File: src/rtl/serial_adder.sv
// serial_adder: bit-serial adder/subtractor.
// An accepted request is processed one bit per clock, LSB first, through a
// single full-adder cell. The result stays in sum/cout until the next
// request is accepted.
module serial_adder #(
    parameter int WIDTH = 8
) (
    input  logic             clk,
    input  logic             rst,
    input  logic             start,
    input  logic [WIDTH-1:0] a,
    input  logic [WIDTH-1:0] b,
    input  logic             cin,
    input  logic             sub,
    output logic             busy,
    output logic             done,
    output logic [WIDTH-1:0] sum,
    output logic             cout
);

    // Counter wide enough to hold WIDTH-1 for every WIDTH >= 1.
    localparam int CNT_W = (WIDTH > 1) ? $clog2(WIDTH) : 1;
    localparam logic [CNT_W-1:0] LAST_BIT = CNT_W'(WIDTH - 1);
    localparam int TOP_SHIFT = WIDTH - 1;

    typedef enum logic [1:0] {
        IDLE = 2'd0,
        BUSY = 2'd1,
        DONE = 2'd2
    } state_t;

    state_t           state_q;
    logic [CNT_W-1:0] cnt_q;
    logic [WIDTH-1:0] a_q;      // operand a, shifted right once per processed bit
    logic [WIDTH-1:0] b_q;      // operand b, shifted right once per processed bit
    logic             sub_q;    // latched mode
    logic             carry_q;  // running carry between bit slices
    logic [WIDTH-1:0] sum_q;    // result, filled from the MSB end as bits shift in
    logic             cout_q;
    logic             busy_q;
    logic             done_q;

    logic             x_bit;
    logic             y_bit;
    logic             s_bit;
    logic             carry_d;
    logic [WIDTH-1:0] sum_d;

    // One full-adder slice on the current LSBs; subtraction inverts b.
    always_comb begin
        x_bit   = a_q[0];
        y_bit   = b_q[0] ^ sub_q;
        s_bit   = x_bit ^ y_bit ^ carry_q;
        carry_d = (x_bit & y_bit) | (carry_q & (x_bit ^ y_bit));
        // New bit enters at the top; after WIDTH shifts bit 0 lands at sum[0].
        sum_d   = (sum_q >> 1) | (WIDTH'(s_bit) << TOP_SHIFT);
    end

    // Control FSM and datapath registers; reset overrides everything.
    always_ff @(posedge clk) begin
        if (rst) begin
            state_q <= IDLE;
            cnt_q   <= '0;
            a_q     <= '0;
            b_q     <= '0;
            sub_q   <= 1'b0;
            carry_q <= 1'b0;
            sum_q   <= '0;
            cout_q  <= 1'b0;
            busy_q  <= 1'b0;
            done_q  <= 1'b0;
        end else begin
            case (state_q)
                IDLE: begin
                    done_q <= 1'b0;
                    if (start) begin
                        a_q     <= a;
                        b_q     <= b;
                        sub_q   <= sub;
                        // Subtraction is a + ~b + 1, so carry seeds at 1.
                        carry_q <= sub ? 1'b1 : cin;
                        cnt_q   <= '0;
                        busy_q  <= 1'b1;
                        state_q <= BUSY;
                    end
                end
                BUSY: begin
                    a_q     <= a_q >> 1;
                    b_q     <= b_q >> 1;
                    sum_q   <= sum_d;
                    carry_q <= carry_d;
                    cnt_q   <= cnt_q + CNT_W'(1);
                    if (cnt_q == LAST_BIT) begin
                        cout_q  <= carry_d;
                        busy_q  <= 1'b0;
                        done_q  <= 1'b1;
                        state_q <= DONE;
                    end
                end
                DONE: begin
                    // start is deliberately ignored here.
                    done_q  <= 1'b0;
                    state_q <= IDLE;
                end
                default: begin
                    busy_q  <= 1'b0;
                    done_q  <= 1'b0;
                    state_q <= IDLE;
                end
            endcase
        end
    end

    assign busy = busy_q;
    assign done = done_q;
    assign sum  = sum_q;
    assign cout = cout_q;

endmodule

File: config.mk
export PLATFORM = sky130hd
export DESIGN_NAME = serial_adder
export DESIGN_NICKNAME = d
export VERILOG_FILES = /design/src/rtl/serial_adder.sv
export SDC_FILE = /design/constraint.sdc
export NUM_CORES = 1
export LEC_CHECK = 0
export ABC_CLOCK_PERIOD_IN_PS = 1200
export CAP_MARGIN = 25
export CORE_MARGIN = 1.5
export CORE_UTILIZATION = 55
export CTS_CLUSTER_SIZE = 20
export DETAILED_ROUTE_END_ITERATION = 12
export DONT_BUFFER_PORTS = 1
export PLACE_DENSITY = 0.75
export SYNTH_ARGS = -nofsm -noshare
export SYNTH_HDL_FRONTEND = slang
export SYNTH_SLANG_ARGS = --single-unit
File: constraint.sdc
create_clock -name clk -period 1.2 [get_ports clk]
set_input_delay 0.24 -clock clk [delete_from_list [all_inputs] [get_ports clk]]
set_output_delay 0.24 -clock clk [all_outputs]
set_load 0.01 [all_outputs]
Yosys cells after proc, flatten, opt, wreduce, memory -nomap -nowiden
Cells that the tools add are included.
Operators by class
  equal/unequal tests: 5
  bitwise logic cells: 9
  reduce and logical (&&, ||, !) cells: 8
  add/subtract/negate cells: 1
  multiplexer cells: 15
Operator list (count)
  $pmux 8 s2: 2
  $mux 8: 2
  $or 7x8->8: 1
  $reduce_and 2->1: 4
  $pmux 3 s2: 1
  $mux 1: 4
  $mux 2: 2
  $ne 2x2->1 const B: 2
  $pmux 2 s2: 1
  $add 3x1->3 const B: 1
  $eq 3x3->1 const B: 1
  $mux 3: 1
  $pmux 1 s3: 1
  $reduce_and 3->1: 1
  $xor 1x1->1: 3
  $and 1x1->1: 2
  $eq 2x1->1 const B: 1
  $eq 2x2->1 const B: 1
  $logic_not 2->1: 1
  $not 1->1: 2
  $pmux 1 s2: 1
  $reduce_bool 2->1: 1
  $reduce_or 2->1: 1
  $or 1x1->1: 1
Storage, ports and cells
  output and inout bits: 11
  flip-flop bits (word level): 34
  bits of input ports: 21
  logic and storage cells: 48

Depth between registers and ports, before layout
Gate-level depths: netlist of the first run.
  depth after elaboration: 5
  depth in mapped cells: 6
  depth with buffers taken out: 5

Worst setup path before layout of the first run
Ideal clock, no wire load.
  path type: register to register
  start point: reg b_q[0]
  end point: reg carry_q
  stages on the path, launching flop included: 5
  setup time: 0.092 ns
  arrival time: 1.170 ns
  setup slack: -0.063 ns
  path through: dfxtp_1 > xnor2_1 > fa_1 > mux2_2 > o32ai_1
On the way
  longest elaborated chain between the ends: 5
  elaborated cells on any way between the ends: 6
Ends and longest elaborated chain
  start: declaration: line 35  | logic [WIDTH-1:0] b_q;
  start signal: assignment: line 89  | b_q <= b_q >> 1;
  $xor 1x1->1 *: line 52  | y_bit = b_q[0] ^ sub_q;
  $xor 1x1->1: line 54  | carry_d = (x_bit & y_bit) | (carry_q & (x_bit ^ y_bit));
  $and 1x1->1: line 54
  $or 1x1->1 *: line 54
  $pmux 1 s2 *: line 73  | case (state_q)
  end signal: assignment: line 81  | carry_q <= sub ? 1'b1 : cin;
  end signal: assignment: line 91  | carry_q <= carry_d;
  end: declaration: line 37  | logic carry_q;
Every way passes the cells marked *; elsewhere a longest branch is shown, timed or not.
A chain may end at the register's enable or synchronous reset.

Worst setup path in the final report of the first run
  start point: reg sub_q
  end point: reg cout_q, in the netlist cout
On the way
  longest elaborated chain between the ends: 4
  elaborated cells on any way between the ends: 5
Ends and longest elaborated chain
  start: declaration: line 36  | logic sub_q;
  start signal: assignment: line 79  | sub_q <= sub;
  $xor 1x1->1 *: line 52
  $xor 1x1->1: line 54
  $and 1x1->1: line 54
  $or 1x1->1 *: line 54
  end signal: assignment: line 94  | cout_q <= carry_d;
  end: declaration: line 39  | logic cout_q;
Marks and branches as above.

==> results.md, run 1 <==
* Status: finished with violations
* Failing checks: negative hold slack, negative setup slack
* WHS Endpoint: sum[7]
* Prevailing post-synth register cell: dfxtp_1
* Vias in the first global route at around 1,200
* H-tree levels at 2
* CP Capture Type: flip-flop
* Period utilization at 108.5%
* Mean post-synth cell area at 8.758 um^2
* Max transition margin at 81.70%
* Fin crit period at approximately 1.3 ns
* # DRC at 0
* Final ANT Viol Nets at 0
* All-layer global routing usage at 25.50%
* WL per Instance at 19.35 um
* Synth Instances at ~170
* Bufs on Longest Clock Path at 2
* Post-synth ARST share at 0%
* Routed via count at 1,284
* Max-cap violations at 0
* Seq/Total Area, Yosys at 47.10%
* Net Count, Synth at 189
* RR Endpoint: cout
* Crit path kind: flip-flop to flip-flop
* Max Clock Freq at 768.2 MHz
* Worst Reg-to-Reg Cells at 4
* Min-delay src: rst
* Global-route wire length before repair at 5.133 mm
* Setup WS post-layout at -0.1017 ns
* Buffers on Ports at 0
* Ys Warns at 0
* Final Hold Vio Count at 23
* Layout cells sized above 1 at 49.73%
* I/O pin count at 32
* Die X at 54.26 um
* Top-count cell post-synth: dfxtp_1
* R2r setup slk at -0.10 ns
* Die area at 2944 um^2
* Startpoint Class: flip-flop
* Yosys cell types at 29
* Core Area at 2477 um^2
* Final HPWL DP at 2.141 mm
* DR vias/cell at 5.972
* Largest net degree at the start of global routing at 35
* Worst endpoint required time at about 1.4 ns
* Initial DRC count at 15
* Chip height at 54.26 um
* CTS root buffer: clkbuf_4
* Yosys top cell area share at 47.10%
* Critical path fanouts, max at 2
* Sink Count at 34
* Hold_ws at -0.02829 ns
* Row count at 18
* Crit path DAT at 1.53 ns
* FF-to-FF Start: sub_q
* Clk_lat worst skew at 0.32 ns
* Skew final at 0.005729 ns
* Worst hold-check path type: primary input to flip-flop
* Total CTS buffers at 5
* Grt total ovfl at 0
* EDFF count, synth at 0
* Area delta synth->final at 45.19%
* Initial antenna violation count at 0
* Initial Util at 58.33%
* Leakage at 0.7943 nW
* Yosys top cell by area: dfxtp_1
* Synth top area cells: dfxtp_1 47%, a21oi_1 8.7%, nand2_1 7.5%
* Peak VDD IR at 1.205 mV
* Final core occ at 84.70%
* RSZ-0062 raised after global routing: true
* Worst Max-Slew Pin Slew at 0.2742 ns
* Total power at ~2.5 mW
* Number of register bits inferred by synthesis at 34
* Hold path cells at 1
* NumNets Final at 208
* Mapped Area at 1445 um^2
* GP Congestion at 0.8002
* First-pass detailed-route iteration total at 4
* Synth cell count leaders: 34 x dfxtp_1, 29 x nand2_1, 25 x a21oi_1
* Setup violations, final at 13
* CTS tree: yes
* Clock transition at path regs at 0.10 ns
* Pwr per Cell Area at between 1000 and 1500 nW/um^2
* Max Slew Vio Count at 0
* Final WL at approximately 4.2 mm
* Number of diodes at 0
## cells by family after synthesis
kind of cell,count (synthesis),share of synthesized area (%)
AND/OR/NAND/NOR,59,17.23
AO/OA/AOI/OAI,51,24.76
flip-flops,34,47.10
buffers and inverters,15,5.714
adder cells (fa/ha/maj),3,3.117
multiplexers,2,1.472
XOR/XNOR,1,0.6062
## flip-flops by register name, indices dropped and copies added (netlist names)
register  cells
sub_q         1
cnt_q         3
state_q       2
a_q           8
sum           8
carry_q       1
done          1
busy          1
b_q           8
cout          1
## timing repair
| item | CTS | global route |
|---|---|---|
| cloned | 1 | 4 |
| pin swaps | 5 | 24 |
| gates resized for setup | 21 | 47 |
| buffers inserted | 2 | 3 |
| endpoints found under the hold margin | 33 | 32 |
| endpoints found under the setup margin | 27 | 29 |
## stage by stage
step	instances	setup TNS (ns)	setup WS, ns	area (um^2)
floorplan	165	-0.02554	-0.01760	1466
global placement	197	-0.06990	-0.03487	1592
detailed placement	197	-0.6853	-0.1250	1592
CTS	208	-0.2375	-0.1237	1768
global route	215	-0.8581	-0.1250	2098
finish	215	-0.3082	-0.1017	2098
## worst max-delay path: stages, from the launching register on
cell      delay [ns]
dfxtp_2         0.35
xnor2_2         0.14
fa_2            0.35
buf_4           0.15
a311oi_2        0.22
## per-layer routing
metal / up-vias / share of wire (%) / GRT usage [%]
li1: 611 / - / -
met1: 615 / 41 / 28.23
met2: 46 / 50 / 42.17
met3: 12 / 6.3 / 9.290
met4: 0 / 2.5 / 14.17
met5: - / 0 / 0
## layout make-up
cell class | instances | area, um^2
clock inverter | 1 | 5.005
multi-input combinational | 116 | 964.7
timing repair buffer | 25 | 337.8
fill | 137 | 379.1
clock buffer | 7 | 55.05
sequential | 34 | 690.7
tap | 30 | 37.54
inverter | 2 | 7.507
## power breakdown
group	switching [mW]	total, mW	internal, mW
logic	0.268	0.566	0.299
registers	0.0757	1.27	1.20
clock network	0.364	0.648	0.284
## layout by cell type (no fill, tap or decap), types with 2 or more instances in the layout
master / n
dfxtp_1: 28
nand2_1: 26
nor2_1: 15
a211oi_2: 13
a21oi_2: 13
buf_4: 12
a21oi_1: 9
dfxtp_2: 5
clkbuf_4: 5
buf_12: 5
buf_6: 4
nand2b_1: 3
a21oi_4: 3
nor2_4: 3
clkbuf_16: 3
inv_1: 2
o21ai_0: 2
nand2b_4: 2
nor2_2: 2
nand2_4: 2
a22oi_2: 2
a22oi_1: 2
ha_4: 2
## worst max-delay path by stage
stage	to	cells after the start	slack, ns	startpoint
after global placement	carry_q	4	-0.03	b_q[0]
final	cout	4	-0.10	sub_q
after detailed placement	carry_q	4	-0.13	sub_q
after floorplan	carry_q	4	-0.02	b_q[0]
after CTS	carry_q	4	-0.12	sub_q
after global routing	cout	4	-0.12	sub_q
(Power assumes the default switching activity.)
==> run 2: changes to the inputs <==
CORE_ASPECT_RATIO = 1.25   (was unset)
==> run 2 against run 1 <==
The flow still finishes with violations (negative hold slack, negative setup slack). First-iteration DRC count rose by 93%. Clock power rose by 31%. Utilization fell by 8.6 points. Final area fell by 11%. Setup slack improved by 0.011 ns. Highest routed layer unchanged. Critical path depth did not move. Routed wire length fell by 13%.
==> results.md, run 2 (synthesized netlist as in run 1, its figures left out) <==
* Status: finished with violations (unchanged)
* Failing checks: negative hold slack, negative setup slack (unchanged)
* Switching Share at 27.48% (was 28.41%)
* Dpl ws at -0.06784 ns (was -0.1250 ns)
* First-pass detailed-route iteration total at 5 (was 4)
* Max transition margin at 81.78% (was 81.70%)
* R2r setup slk at -0.09 ns (was -0.10 ns)
* Crit path DAT at 1.57 ns (was 1.53 ns)
* Die area at 2946 um^2 (was 2944 um^2)
* Grt total ovfl at 0 (unchanged)
* Vias in the first global route at 1,151 (was 1,188)
* Core Area at 2452 um^2 (was 2477 um^2)
* Power share of the clock group at 33.4% (was 26.0%)
* Initial antenna violation count at 0 (unchanged)
* GP Congestion at 0.8078 (was 0.8002)
* Global-route wire length before repair at 5.119 mm (was 5.133 mm)
* Worst Path Buf+Inv at 0 (was 1)
* Die X at 48.85 um (was 54.26 um)
* Crit path kind: flip-flop to flip-flop (unchanged)
* Startpoint Class: flip-flop (unchanged)
* Layout cells sized above 1 at 40.91% (was 49.73%)
* Worst Max-Slew Pin Slew at 0.2704 ns (was 0.2742 ns)
* Peak VDD IR at 0.9524 mV (was 1.205 mV)
* Buffers on Ports at 0 (unchanged)
* CP Capture Type: flip-flop (unchanged)
* Skew final at 0.01059 ns (was 0.005729 ns)
* Placed Area at 1533 um^2 (was 1592 um^2)
* Sequential Power Share at 49.2% (was 51.2%)
* Commonest non-fill, non-tap cell in the layout: nand2_1 (was dfxtp_1)
* Pwr per Cell Area at 1367 nW/um^2 (was 1186 nW/um^2)
* Area delta synth->final at 29.09% (was 45.19%)
* Psw at 700.7 uW (was 707.0 uW)
* Gate power share at 17.4% (was 22.8%)
* RSZ-0062 raised after global routing: true (unchanged)
* Bufs on Longest Clock Path at 2 (unchanged)
* Most frequent cells in the layout: 29 x nand2_1, 28 x dfxtp_1, 20 x nor2_1, 14 x a21oi_2, 13 x a211oi_2 (was 28 x dfxtp_1, 26 x nand2_1, 15 x nor2_1, 13 x a211oi_2, 13 x a21oi_2)
* Leakage at 0.6942 nW (was 0.7943 nW)
* Initial Util at 58.93% (was 58.33%)
* Fin crit period at 1.290 ns (was 1.302 ns)
* Clock transition at path regs at 0.11 ns (was 0.10 ns)
* Top delay family on crit path: flip-flops (unchanged)
* Final HPWL DP at 1.952 mm (was 2.141 mm)
* Chip height at 60.31 um (was 54.26 um)
* Setup WS post-layout at -0.09028 ns (was -0.1017 ns)
* CP max-delay cell: dfxtp_2 (unchanged)
* Sink Count at 34 (unchanged)
* Routed via count at 1,222 (was 1,284)
* Number of diodes at 0 (unchanged)
* I/O pin count at 32 (unchanged)
* CTS root buffer: clkbuf_4 (unchanged)
* Period utilization at 107.5% (was 108.5%)
* Total CTS buffers at 5 (unchanged)
* Critical path fanouts, max at 2 (unchanged)
* Final WL at 3.621 mm (was 4.160 mm)
* Initial DRC count at 29 (was 15)
* NumNets Final at 199 (was 208)
* Clk_lat worst skew at 0.36 ns (was 0.32 ns)
* Fin area at 1866 um^2 (was 2098 um^2)
* Max-cap violations at 0 (unchanged)
* Largest net degree at the start of global routing at 35 (unchanged)
* Worst endpoint required time at 1.48 ns (was 1.43 ns)
* CTS tree: yes (unchanged)
* All-layer global routing usage at 23.53% (was 25.50%)
* Worst hold-check path type: primary input to flip-flop (unchanged)
* Hold_ws at -0.07637 ns (was -0.02829 ns)
* WL per Instance at 17.33 um (was 19.35 um)
* DR vias/cell at 5.847 (was 5.972)
* Max Clock Freq at 775.0 MHz (was 768.2 MHz)
* Max Slew Vio Count at 0 (unchanged)
* CP cell instances: xnor2_2 -> fa_2 -> mux2_4 -> o32ai_2 (was xnor2_2 -> fa_2 -> buf_4 -> a311oi_2)
* Cell Int Power at 1.849 mW (was 1.781 mW)
* # DRC at 0 (unchanged)
* Final ANT Viol Nets at 0 (unchanged)
* H-tree levels at 2 (unchanged)
* Max incr delay on CP at 0.35 ns (about the same)
* Row count at 20 (was 18)
* Final Hold Vio Count at 33 (was 23)
* Setup violations, final at 7 (was 13)
[run 2: cell count changes in the layout (fill, tap and decap cells not counted), moves of 3 or more]
cell     before  now
nor2_1       15   20
buf_4        12    9
nand2_1      26   29
nor2_4        3    0
[run 2: power groups by stage]
stage               logic, mW  registers (mW)  clock network [mW]
floorplan               0.265            1.26                   0
global placement        0.302            1.27                   0
detailed placement      0.315            1.27                   0
CTS                     0.354            1.25               0.846
global route            0.480            1.26               0.905
finish                  0.443            1.25               0.852
[run 2: per-stage QoR]
| stage | TNS [ns] | power, mW | util [%] | instances |
|---|---|---|---|---|
| 3_5_place_dp | -0.2823 | 1.584 | 62.50 | 195 |
| 4_1_cts | -0.2631 | 2.446 | 68.78 | 205 |
| 3_3_place_gp | -0.03931 | 1.567 | 62.50 | 195 |
| 5_1_grt | -0.8767 | 2.647 | 76.07 | 209 |
| 2_1_floorplan | -0.02554 | 1.521 | - | 165 |
| 6_report | -0.2351 | 2.550 | 76.07 | 209 |
[run 2: worst reg2reg max path: stages, from the launching register on]
cell     delay (ns)
dfxtp_2        0.35
xnor2_2        0.14
fa_2           0.35
mux2_4         0.27
o32ai_2        0.11
[run 2: worst paths after layout]
check        cells after the start    from  endpoint
max reg2reg                      4  b_q[0]   carry_q
min reg2reg                      2   sub_q     sub_q
max                              4  b_q[0]   carry_q
min                              1     rst      busy
[run 2: area by class of cell]
| class | instances | area, um^2 |
|---|---|---|
| timing repair buffer | 16 | 202.7 |
| multi-input combinational | 116 | 845.8 |
| clock inverter | 3 | 40.04 |
| fill | 167 | 586.8 |
| clock buffer | 5 | 37.54 |
| sequential | 34 | 690.7 |
| tap | 33 | 41.29 |
| inverter | 2 | 7.507 |
[run 2: what timing repair did]
action | in CTS | in global routing
setup buffers | 1 | 3
setup endpoints to repair | 9 | 29
endpoints found under the hold margin | 33 | 33
cloned | 1 | 1
pin swaps | 1 | 5
resized for setup | 12 | 28
[run 2: metal layers]
metal  part of all wire, %  up-vias  global-route usage (%)
met4                   3.1        0                   11.43
li1                      -      586                       -
met5                     0        -                       0
met1                    40      587                   25.90
met2                    52       36                   40.90
met3                   5.1       13                   8.500
